--- src/rtl/io_responder.sv ---
// io_responder: memory-mapped I/O block for a small MCU.
//   Write map: 0x40 LEDS, 0x81 SSEG, 0x50 TMR_LO, 0x51 TMR_HI,
//              0x52 TMR_CTRL (bit0 run, bit1 timer int enable),
//              0x53 INT_ACK (write-1-to-clear PEND), 0x54 INT_MASK[1:0].
//   Read map:  0x20 SWITCHES (synchronized), 0x24 BTN_STATE, 0x30 PEND,
//              0x54 INT_MASK, 0x52 TMR_CTRL; anything else reads 0x00.
// Ports:
//   CLK, RESET            clock, synchronous active-high reset
//   OUT_PORT, PORT_ID     MCU write data and port address
//   IO_STRB               one-cycle write strobe
//   IN_PORT               combinational read data
//   INTERRUPT             registered |(PEND & INT_MASK)
//   SWITCHES, BUTTONS     asynchronous board inputs
//   LEDS, SSEG            registered board outputs (SSEG active-low)
// Build option: define IO_RESPONDER_DEBOUNCE_EN to debounce the buttons for
// DB_CYCLES stable cycles; otherwise BTN_STATE is the synchronizer output.
module io_responder #(
    parameter logic [15:0] DB_CYCLES = 16'd1000
) (
    input  logic       CLK,
    input  logic       RESET,
    input  logic [7:0] OUT_PORT,
    input  logic [7:0] PORT_ID,
    input  logic       IO_STRB,
    output logic [7:0] IN_PORT,
    output logic       INTERRUPT,
    input  logic [7:0] SWITCHES,
    input  logic [3:0] BUTTONS,
    output logic [7:0] LEDS,
    output logic [7:0] SSEG
);

    logic [7:0]  sw_s1_q, sw_s2_q;
    logic [3:0]  btn_s1_q, btn_s2_q, btn_prev_q;
    logic [3:0]  btn_state;
    logic [7:0]  leds_q, sseg_q, tmr_lo_q, tmr_hi_q;
    logic [1:0]  ctrl_q, mask_q, pend_q, pend_d;
    logic [15:0] tcnt_q, tcnt_d;
    logic [15:0] rld;
    logic        irq_q;
    logic        tmr_start, tmr_evt;
    logic [1:0]  pend_set, pend_clr;
    logic [3:0]  btn_rise;

`ifdef IO_RESPONDER_DEBOUNCE_EN
    logic [3:0]       btn_state_q;
    logic [3:0][15:0] db_cnt_q;

    // A button's state follows the synchronizer only after the new level has
    // been seen for DB_CYCLES consecutive cycles; any return resets the count.
    always_ff @(posedge CLK) begin
        for (int i = 0; i < 4; i++) begin
            if (RESET) begin
                btn_state_q[i] <= 1'b0;
                db_cnt_q[i]    <= '0;
            end else if (btn_s2_q[i] == btn_state_q[i]) begin
                db_cnt_q[i]    <= '0;
            end else if (db_cnt_q[i] >= DB_CYCLES - 16'd1) begin
                btn_state_q[i] <= btn_s2_q[i];
                db_cnt_q[i]    <= '0;
            end else begin
                db_cnt_q[i]    <= db_cnt_q[i] + 16'd1;
            end
        end
    end

    assign btn_state = btn_state_q;
`else
    logic unused_db_cycles;
    assign unused_db_cycles = ^DB_CYCLES;
    assign btn_state        = btn_s2_q;
`endif

    assign rld       = {tmr_hi_q, tmr_lo_q};
    assign btn_rise  = btn_state & ~btn_prev_q;
    assign tmr_start = IO_STRB && (PORT_ID == 8'h52) && OUT_PORT[0] && !ctrl_q[0];

    // Timer and pending-interrupt next state.
    always_comb begin
        tcnt_d  = tcnt_q;
        tmr_evt = 1'b0;
        if (tmr_start) begin
            tcnt_d = rld;
        end else if (ctrl_q[0] && (rld != 16'd0)) begin
            if (tcnt_q == 16'd0) begin
                tcnt_d  = rld;
                tmr_evt = 1'b1;
            end else begin
                tcnt_d = tcnt_q - 16'd1;
            end
        end
        pend_set = {|btn_rise, tmr_evt & ctrl_q[1]};
        pend_clr = (IO_STRB && (PORT_ID == 8'h53)) ? OUT_PORT[1:0] : 2'b00;
        // Set is applied after clear so a coincident event wins.
        pend_d   = (pend_q & ~pend_clr) | pend_set;
    end

    always_ff @(posedge CLK) begin
        if (RESET) begin
            sw_s1_q    <= '0;
            sw_s2_q    <= '0;
            btn_s1_q   <= '0;
            btn_s2_q   <= '0;
            btn_prev_q <= '0;
            leds_q     <= '0;
            sseg_q     <= 8'hFF;
            tmr_lo_q   <= '0;
            tmr_hi_q   <= '0;
            ctrl_q     <= '0;
            mask_q     <= '0;
            pend_q     <= '0;
            tcnt_q     <= '0;
            irq_q      <= 1'b0;
        end else begin
            sw_s1_q    <= SWITCHES;
            sw_s2_q    <= sw_s1_q;
            btn_s1_q   <= BUTTONS;
            btn_s2_q   <= btn_s1_q;
            btn_prev_q <= btn_state;
            pend_q     <= pend_d;
            tcnt_q     <= tcnt_d;
            irq_q      <= |(pend_q & mask_q);
            if (IO_STRB) begin
                case (PORT_ID)
                    8'h40:   leds_q   <= OUT_PORT;
                    8'h81:   sseg_q   <= OUT_PORT;
                    8'h50:   tmr_lo_q <= OUT_PORT;
                    8'h51:   tmr_hi_q <= OUT_PORT;
                    8'h52:   ctrl_q   <= OUT_PORT[1:0];
                    8'h54:   mask_q   <= OUT_PORT[1:0];
                    default: ;
                endcase
            end
        end
    end

    always_comb begin
        IN_PORT = 8'h00;
        case (PORT_ID)
            8'h20:   IN_PORT = sw_s2_q;
            8'h24:   IN_PORT = {4'b0000, btn_state};
            8'h30:   IN_PORT = {6'b000000, pend_q};
            8'h54:   IN_PORT = {6'b000000, mask_q};
            8'h52:   IN_PORT = {6'b000000, ctrl_q};
            default: IN_PORT = 8'h00;
        endcase
    end

    assign INTERRUPT = irq_q;
    assign LEDS      = leds_q;
    assign SSEG      = sseg_q;

endmodule

--- config.mk ---
export PLATFORM = sky130hd
export DESIGN_NAME = io_responder
export DESIGN_NICKNAME = d
export VERILOG_FILES = /design/src/rtl/io_responder.sv
export SDC_FILE = /design/constraint.sdc
export NUM_CORES = 1
export LEC_CHECK = 0
export CORE_UTILIZATION = 57
export DETAILED_ROUTE_END_ITERATION = 8
export GPL_ROUTABILITY_DRIVEN = 0
export HOLD_SLACK_MARGIN = 0.08
export PLACE_DENSITY_LB_ADDON = 0.12
export SLEW_MARGIN = 20
export SYNTH_ARGS = -nofsm -noshare
export SYNTH_HDL_FRONTEND = slang
export SYNTH_SLANG_ARGS = --single-unit
--- constraint.sdc ---
create_clock -name CLK -period 3.4 [get_ports CLK]
set_input_delay 0.51 -clock CLK [delete_from_list [all_inputs] [get_ports CLK]]
set_output_delay 0.51 -clock CLK [all_outputs]
set_load 0.01 [all_outputs]
After elaboration in Yosys (flattened, before gate mapping)
Cells that the tools add are included.
- word-level logic and storage cells: 57
- output and inout port bits: 25
- bits in registers: 83
- equal/unequal tests: 10
- multiplexer cells: 8
- bitwise gates (word level): 7
- reductions and logical operators: 17
- add/subtract/negate cells: 1
- operators by type and width (cell ; number):
    $eq A8 B7 Y1 const B ; 6
    $mux W16 ; 3
    $pmux W8 S5 ; 1
    $eq A8 B6 Y1 const B ; 3
    $logic_not A16 Y1 ; 1
    $reduce_bool A16 Y1 ; 1
    $sub A16 B1 Y16 const B ; 1
    $reduce_and A2 Y1 ; 6
    $eq A8 B8 Y1 const B ; 1
    $logic_and A1 B1 Y1 ; 5
    $and A2 B2 Y2 ; 2
    $and A4 B4 Y4 ; 1
    $not A4 Y4 ; 1
    $reduce_or A4 Y1 ; 1
    $mux W1 ; 3
    $mux W2 ; 1
    $not A2 Y2 ; 1
    $or A2 B2 Y2 ; 1
    $reduce_bool A2 Y1 ; 1
    $reduce_or A2 Y1 ; 1
    $and A1 B1 Y1 ; 1
    $logic_not A1 Y1 ; 1

Longest topological paths before layout
Gate-level depths: netlist of run 1.
- depth after elaboration: 7
- depth in mapped cells: 9
- mapped depth without buffers: 7

Least setup slack after synthesis of run 1
No wires, ideal clock.
- path type: input to output
- from: in PORT_ID[4]
- to: out IN_PORT[0]
- path slack: 1.314 ns
- data arrival time: 1.576 ns
- required time: 2.890 ns
- cell stages on the path: 7
- path through: buf_2 > nor4bb_1 > buf_2 > and4b_1 > nand2_1 > o21ai_0 > a221o_1
- cells in the longest elaborated chain, start to end: 2
- RTL lines (what ; line ; text):
    start: declaration ; 23 ; input logic [7:0] PORT_ID,
    $eq A8 B7 Y1 / $eq A8 B6 Y1 (equally long branches) ; 139 ; case (PORT_ID)
    $pmux W8 S5 * ; 139 ;
    end: declaration ; 25 ; output logic [7:0] IN_PORT,
Every way passes the cells marked *; elsewhere a longest branch is shown, timed or not.

Worst setup path in the final report of run 1
- from: in PORT_ID[3]
- to: out IN_PORT[3]
Same word-level chain as after synthesis.

==> results of run 1 <==
[path summary, 6_finish.rpt]
| path | to | from | slack, ns |
|---|---|---|---|
| worst max register to register | tcnt_q[4] | tcnt_q[8] | 0.93 |
| worst min register to register | sw_s2_q[0] | sw_s1_q[0] | 0.44 |
| worst max-delay path | IN_PORT[3] | PORT_ID[3] | 0.18 |
| worst min-delay path | sw_s2_q[0] | sw_s1_q[0] | 0.44 |
[cell families (layout without fill, tap and decap cells)]
family,after synthesis,in the layout,synth area share
AO/OA/AOI/OAI,70,70,0.143
adder cells (fa/ha/maj),2,2,0.00693
buffers and inverters,32,94,0.0360
flip-flops,83,83,0.460
multiplexers,35,35,0.0970
AND/OR/NAND/NOR,172,172,0.257
[metal layers]
metal,track usage,share of wire,vias to the layer above
li1,-,-,1543
met1,0.367,0.45,1472
met2,0.446,0.46,133
met3,0.108,0.077,19
met4,0.0860,0.016,0
met5,0,0,-
[state kept, by name (all words and copies together) (netlist names)]
signal / count
INTERRUPT: 1
LEDS: 8
SSEG: 8
btn_prev_q: 4
btn_s1_q: 4
btn_s2_q: 4
ctrl_q: 2
mask_q: 2
pend_q: 2
sw_s1_q: 8
sw_s2_q: 8
tcnt_q: 16
tmr_hi_q: 8
tmr_lo_q: 8
[power by group through the flow]
stage / clock, mW / sequential (mW) / combinational [mW]
finish: 0.652 / 0.993 / 0.0978
CTS: 0.659 / 0.993 / 0.0976
floorplan: 0 / 1.01 / 0.0419
global placement: 0 / 1.02 / 0.0951
global route: 0.711 / 0.995 / 0.106
detailed placement: 0 / 1.02 / 0.0971
[worst reg2reg max path, stage by stage (launching register included)]
cell and delay (ns):
dfxtp_1 0.37, nor4_1 0.74, nand4_1 0.46, nand2_1 0.42, a211oi_1 0.09, a211o_1 0.27
[area by class of cell]
class                           instances  area, µm²  share of cell area
Timing Repair Buffer                   66        628               0.142
Tap cell                               75       93.8              0.0212
Inverter                               12       45.0              0.0102
Multi-Input combinational cell        279       1820               0.411
Clock inverter                          4       32.5             0.00735
Sequential cell                        83       1660               0.375
Clock buffer                           12        145              0.0328
[cells in the final DEF (no fill, tap or decap), types with 4 or more instances in the layout]
cell type and n:
o21ai_0 7, nand4_1 9, o21ai_1 4, clkdlybuf4s50_1 54, mux2i_1 35, a21oi_1 20, nand3_1 15, nor2_1 39
nand2_1 29, and2_1 5, nor3_1 14, clkbuf_8 10, nor2b_1 30, inv_1 12, buf_4 11, o32ai_1 6
dfxtp_1 83, nor4_1 8
==> impl_results.rst, run 1 <==
.. list-table::
   :header-rows: 1

   * - Metric
     - Value
   * - Pre-CTS setup slack
     - 0.185 ns
   * - DRC violation count after routing
     - 0
   * - Final period utilization
     - 0.947
   * - Residual antenna-violating net count after detailed routing
     - 0
   * - Number of clock sinks
     - 83
   * - Number of synthesized flops with an enable pin
     - 0
   * - Nets@finish
     - 484
   * - Hold Crit Depth
     - 1
   * - Run status
     - completed
   * - Sum of routed wire length over all layers
     - just under 9000 µm
   * - Maximum fanout along the worst path
     - 6
   * - Top post-synthesis cells by count
     - 83 x dfxtp_1, 39 x nor2_1, 35 x mux2i_1, 30 x nor2b_1, 29 x nand2_1
   * - Max Transition Viols Final
     - 0
   * - Switching pwr
     - 0.414 mW
   * - Clock insertion delay at the later pin of the skew report
     - around 0.35 ns
   * - Power density cells
     - 394 nW/µm²
   * - I/O Pins
     - 56
   * - Router iterations before antenna repair
     - 5
   * - Worst R2R Path Depth
     - 5
   * - Share of synthesized flip-flops with an asynchronous set or reset
     - 0
   * - H-tree lvl count
     - 3
   * - Via count of the first global-routing pass
     - about 3,000
   * - Minimum hold slack
     - ~0.44 ns
   * - Synthesis Warnings
     - 0
   * - Main synth FF type
     - dfxtp_1
   * - Type of the worst setup path
     - primary input to output port
   * - Total instance count after detailed placement
     - 515
   * - Average routed wire per standard cell
     - around 17 µm
   * - Relative contribution of the clock network to total power
     - 0.374
   * - First-pass GRT wire length
     - 14,200 µm
   * - Final setup fails
     - 0
   * - Unrepaired setup endpoints after global routing
     - false
   * - Part of the total power dissipated in sequential elements
     - 0.570
   * - Number of antenna diodes
     - 0
   * - Clock root buffer master
     - clkbuf_8
   * - Crit. path cell count
     - 6
   * - Net count of the mapped netlist
     - roughly 430
   * - Via density per instance
     - 5.96
   * - Max-cap violations
     - 0
   * - Maximum number of buffers from clock root to sink
     - 2
   * - Normalized max-slew margin
     - 0.450
   * - Final Util
     - 0.735
   * - Largest stage delay on the critical path
     - 0.53 ns
   * - Average cell area after synthesis
     - 9.17 µm²
   * - DR iter-0 viols
     - 310
   * - Number of cells upsized or downsized after cts
     - 0
   * - Post-route cell area
     - 4430 µm²
   * - Leakage power
     - 1.96 nW
   * - Total half-perimeter wirelength after legalization and detailed placement
     - between 6000 and 7000 µm
   * - Ratio of cells with drive above 1 in the final layout
     - 0.0768
   * - Post-CTS setup buffer count
     - 0
   * - Largest cells by area after synthesis
     - dfxtp_1 46%, mux2i_1 9.7%, nor2b_1 5.2%
   * - Worst setup skew after layout
     - between 0.007 and 0.008 ns
   * - Cell Int Power
     - 1.33 mW
   * - Critical path required time
     - 2.89 ns
   * - Library cell with the highest instance count after synthesis
     - dfxtp_1
   * - Highest ir drop seen on vdd
     - 324 µV
   * - Kind of launch point of the worst setup path
     - primary input
   * - Worst path top cell family by delay
     - buffers and inverters
   * - Largest net degree at the start of global routing
     - 74
   * - Post-layout min period
     - 3.22 ns
   * - Initial antenna violation count
     - 0
   * - Combinational fraction of design power
     - 0.056
   * - Post-synth top area share
     - 0.460
   * - Setup Total Neg Slack
     - 0 ns
   * - Global Route Usage Sum
     - 0.286
   * - Clock-pin slew of the registers on the worst-case setup and hold paths
     - 0.08 ns
   * - TritonCTS buffer count
     - 9
   * - Proportion of total power due to net switching
     - 0.237
   * - Worst Path Arrival
     - 2.71 ns
   * - CORE AREA
     - around 6000 µm²
   * - Overall die width
     - 81.6 µm
   * - Worst-Margin Slew
     - 0.817 ns
   * - Total global routing overflow
     - 0
   * - Setup slack of the critical path after layout
     - roughly 0.18 ns
   * - Maximum clock frequency
     - 0.310 GHz
   * - Endpoints failing hold
     - 0
   * - Cell at the slowest stage of the critical path
     - clkdlybuf4s50_1
   * - Count of input and output buffers
     - 55
   * - Count of mapped cells out of synthesis
     - slightly below 400
   * - Hold buffer count at cts
     - 0
   * - Cell repeated most along the worst path
     - clkdlybuf4s50_1
   * - Synthesis-to-finish area growth
     - 22.5%
   * - Vias
     - about 3,200
   * - Filler Cell Count
     - between 400 and 500
   * - Type of element capturing the critical path
     - output port
   * - Synthesis-stage register bit count
     - 83
   * - Buf+Inv Stages, Crit Path
     - 2
   * - Post-placement cell area
     - 4250 µm²
   * - Initial Utilization
     - 0.599
   * - Cell area after synthesis
     - 3610 µm²
   * - Rows
     - 28
   * - Netlist cell types
     - 54
   * - Sequence of cells on the critical path
     - clkdlybuf4s50_1 -> nor4_1 -> nand3_1 -> nor2_1 -> a22o_1 -> clkdlybuf4s50_1
   * - Die Y-Extent
     - 81.6 µm
   * - Library cell occupying the most area in the post-synthesis netlist
     - dfxtp_1
   * - Share of the yosys chip area belonging to registers
     - 0.460
   * - Hold crit path type
     - flop to flop
   * - Number of cells in the finished layout apart from fillers
     - between 500 and 600
   * - TritonCTS clock tree
     - done
   * - Final total power
     - about 1.7 mW
   * - Total die area
     - 6660 µm²
Note: power is estimated with default switching activity, not from simulation.
==> run 2: changes to the inputs <==
--- a/config.mk
+++ b/config.mk
@@ -5,12 +5,11 @@
 export SDC_FILE = /design/constraint.sdc
 export NUM_CORES = 1
 export LEC_CHECK = 0
-export CORE_UTILIZATION = 57
+export CORE_UTILIZATION = 48
 export DETAILED_ROUTE_END_ITERATION = 8
 export GPL_ROUTABILITY_DRIVEN = 0
 export HOLD_SLACK_MARGIN = 0.08
 export PLACE_DENSITY_LB_ADDON = 0.12
-export SLEW_MARGIN = 20
 export SYNTH_ARGS = -nofsm -noshare
 export SYNTH_HDL_FRONTEND = slang
 export SYNTH_SLANG_ARGS = --single-unit
==> constraint.sdc (replaced) <==
create_clock -name CLK -period 2.9 [get_ports CLK]
set_input_delay 0.435 -clock CLK [delete_from_list [all_inputs] [get_ports CLK]]
set_output_delay 0.435 -clock CLK [all_outputs]
set_load 0.01 [all_outputs]
==> run 2 against run 1 <==
Against the previous run: wire length decreased by 0.11%; cell count increased by 6.6%; sequential share of layout area decreased by 1.6 points; register-to-register slack got worse by 0.46 ns; design area increased by 4.5%; via count increased by 2.0%; combinational power increased by 28%; first-iteration DRC count decreased by 26%; die area increased by 18%; sequential power increased by 17%; sequential cell count unchanged.
==> impl_results.rst, run 2 (synthesis results as in run 1) <==
.. list-table::
   :header-rows: 1

   * - Metric
     - Value
   * - Run status
     - completed
   * - Count of input and output buffers
     - 55
   * - Nets@finish
     - about 500
   * - DR iter-0 viols
     - 229
   * - Maximum clock frequency
     - 0.369 GHz
   * - Total half-perimeter wirelength after legalization and detailed placement
     - about 6200 µm
   * - Largest net degree at the start of global routing
     - 74
   * - Sequence of cells on the critical path
     - clkdlybuf4s50_1 -> buf_4 -> nor2_1 -> nand2_1 -> nor3_1 -> buf_4 -> a22o_1 -> clkdlybuf4s50_1
   * - CORE AREA
     - 7250 µm²
   * - Type of the worst setup path
     - primary input to output port
   * - Rows
     - 31
   * - Hold crit path type
     - flop to flop
   * - Kind of launch point of the worst setup path
     - primary input
   * - DRC violation count after routing
     - 0
   * - Relative contribution of the clock network to total power
     - 0.419
   * - Via density per instance
     - 5.71
   * - Top register by number of flip-flops
     - tcnt_q
   * - Total global routing overflow
     - 0
   * - First-pass GRT wire length
     - 14,200 µm
   * - Via count of the first global-routing pass
     - 2,907
   * - Final Util
     - 0.638
   * - Total instance count after detailed placement
     - 550
   * - Post-layout min period
     - approximately 2.7 ns
   * - Largest stage delay on the critical path
     - between 0.5 and 0.6 ns
   * - I/O Pins
     - between 50 and 60
   * - Area of the multi-input gates
     - approximately 1900 µm²
   * - Leakage power
     - 2.09 nW
   * - H-tree lvl count
     - 3
   * - Unrepaired setup endpoints after global routing
     - false
   * - Residual antenna-violating net count after detailed routing
     - 0
   * - Start point of the worst hold path
     - sw_s1_q[7]
   * - Max Transition Viols Final
     - 0
   * - Ratio of cells with drive above 1 in the final layout
     - 0.107
   * - Cell Int Power
     - approximately 1.7 mW
   * - Highest ir drop seen on vdd
     - ~270 µV
   * - Worst reg2reg startpoint
     - tcnt_q[12]
   * - Part of the total power dissipated in sequential elements
     - 0.525
   * - Router iterations before antenna repair
     - 5
   * - Worst Path Arrival
     - 2.28 ns
   * - Synthesis-to-finish area growth
     - 28.1%
   * - Number of clock sinks
     - 83
   * - Hold Crit Depth
     - 1
   * - Setup Total Neg Slack
     - 0 ns
   * - Overall die width
     - between 80 and 90 µm
   * - Clock insertion delay at the later pin of the skew report
     - 0.35 ns
   * - Cell at the slowest stage of the critical path
     - clkdlybuf4s50_1
   * - Critical path required time
     - 2.47 ns
   * - Worst setup skew after layout
     - between 0.015 and 0.02 ns
   * - Worst R2R Path Depth
     - 5
   * - Maximum number of buffers from clock root to sink
     - 2
   * - Leading cell types in the layout, fill and taps excluded
     - 83 x dfxtp_1, 52 x clkdlybuf4s50_1, 39 x nor2_1
   * - Global Route Usage Sum
     - 0.237
   * - Number of cells in the finished layout apart from fillers
     - 566
   * - TritonCTS buffer count
     - 9
   * - Initial Utilization
     - 0.498
   * - Total die area
     - 7880 µm²
   * - Final period utilization
     - 0.936
   * - TritonCTS clock tree
     - done
   * - Type of element capturing the critical path
     - output port
   * - Filler Cell Count
     - 629
   * - Initial antenna violation count
     - 0
   * - Proportion of total power due to net switching
     - 0.216
   * - Final setup fails
     - 0
   * - Post-CTS setup buffer count
     - 0
   * - Switching pwr
     - roughly 0.48 mW
   * - Vias
     - around 3,200
   * - Combinational fraction of design power
     - 0.056
   * - Max-cap violations
     - 0
   * - Sum of routed wire length over all layers
     - 8790 µm
   * - Power density cells
     - 479 nW/µm²
   * - Largest register FFs
     - 16
   * - Normalized max-slew margin
     - 0.499
   * - Sequential cell area
     - between 1500 and 2000 µm²
   * - Clock-pin slew of the registers on the worst-case setup and hold paths
     - 0.08 ns
   * - Die Y-Extent
     - roughly 90 µm
   * - Worst-Margin Slew
     - 0.751 ns
   * - Endpoints failing hold
     - 0
   * - Clock root buffer master
     - clkbuf_8
   * - Number of antenna diodes
     - 0
   * - Average routed wire per standard cell
     - 15.5 µm
   * - Maximum fanout along the worst path
     - 4
   * - Most common cell after layout, fill and taps aside
     - dfxtp_1
   * - Beginning of the critical path
     - PORT_ID[7]
[run 2: cell count changes in the layout (fill, tap and decap cells not counted), moves of 2 or more]
cell             before  now
clkinvlp_4            2    0
buf_4                11   22
dlymetal6s2s_1        0    2
clkdlybuf4s50_1      54   52
bufinv_16             0    2
[run 2: metal layers]
layer,global-route usage,part of all wire,up-vias
met4,0.0880,0.015,0
met5,0,0,-
met2,0.352,0.44,153
met3,0.0718,0.082,12
met1,0.323,0.46,1502
li1,-,-,1563
[run 2: power groups by stage]
stage | sequential [mW] | combinational, mW | clock (mW)
finish | 1.16 | 0.125 | 0.929
global route | 1.17 | 0.136 | 0.992
CTS | 1.16 | 0.122 | 0.947
detailed placement | 1.19 | 0.121 | 0
global placement | 1.19 | 0.119 | 0
floorplan | 1.19 | 0.0491 | 0
[run 2: final timing paths]
kind / slack [ns] / end
worst max register to register: 0.47 / tcnt_q[4]
worst min-delay path: 0.44 / sw_s2_q[7]
worst min register to register: 0.44 / sw_s2_q[7]
worst max-delay path: 0.19 / IN_PORT[3]
[run 2: layout make-up]
cell class / instances / share of cell area
Sequential cell: 83 / 0.359
Tap cell: 99 / 0.0268
Inverter: 12 / 0.00974
Clock inverter: 5 / 0.0179
Timing Repair Buffer: 77 / 0.155
Clock buffer: 11 / 0.0306
Multi-Input combinational cell: 279 / 0.401
[run 2: worst max-delay path, delay by kind of cell]
kind	cells	cell delay, ns
simple gates	3	0.39
compound gates	1	0.12
buf+inv	4	1.33
[run 2: through the flow]
step / setup WS [ns] / power (mW) / cell area [µm²] / hold WS [ns]
finish: 0.186 / 2.22 / 4630 / 0.439
global route: 0.0257 / 2.29 / 4630 / 0.458
CTS: 0.0345 / 2.23 / 4590 / 0.440
detailed placement: 0.0387 / 1.31 / 4360 / 0.427
global placement: 0.0720 / 1.31 / 4360 / 0.416
floorplan: 0.891 / 1.24 / 3610 / 0.414
[run 2: what timing repair did]
item                       4_1_cts  5_1_grt
hold buffers                     0        0
setup endpoints to repair        0        8
gates resized for setup          0        7
==> run 3: changes to the inputs <==
--- a/config.mk
+++ b/config.mk
@@ -6,6 +6,7 @@
 export NUM_CORES = 1
 export LEC_CHECK = 0
 export CORE_UTILIZATION = 48
+export CTS_CLUSTER_SIZE = 20
 export DETAILED_ROUTE_END_ITERATION = 8
 export GPL_ROUTABILITY_DRIVEN = 0
 export HOLD_SLACK_MARGIN = 0.08
==> results of run 3 <==
Same layout as run 2: the final DEF is identical, and so are final timing and power.
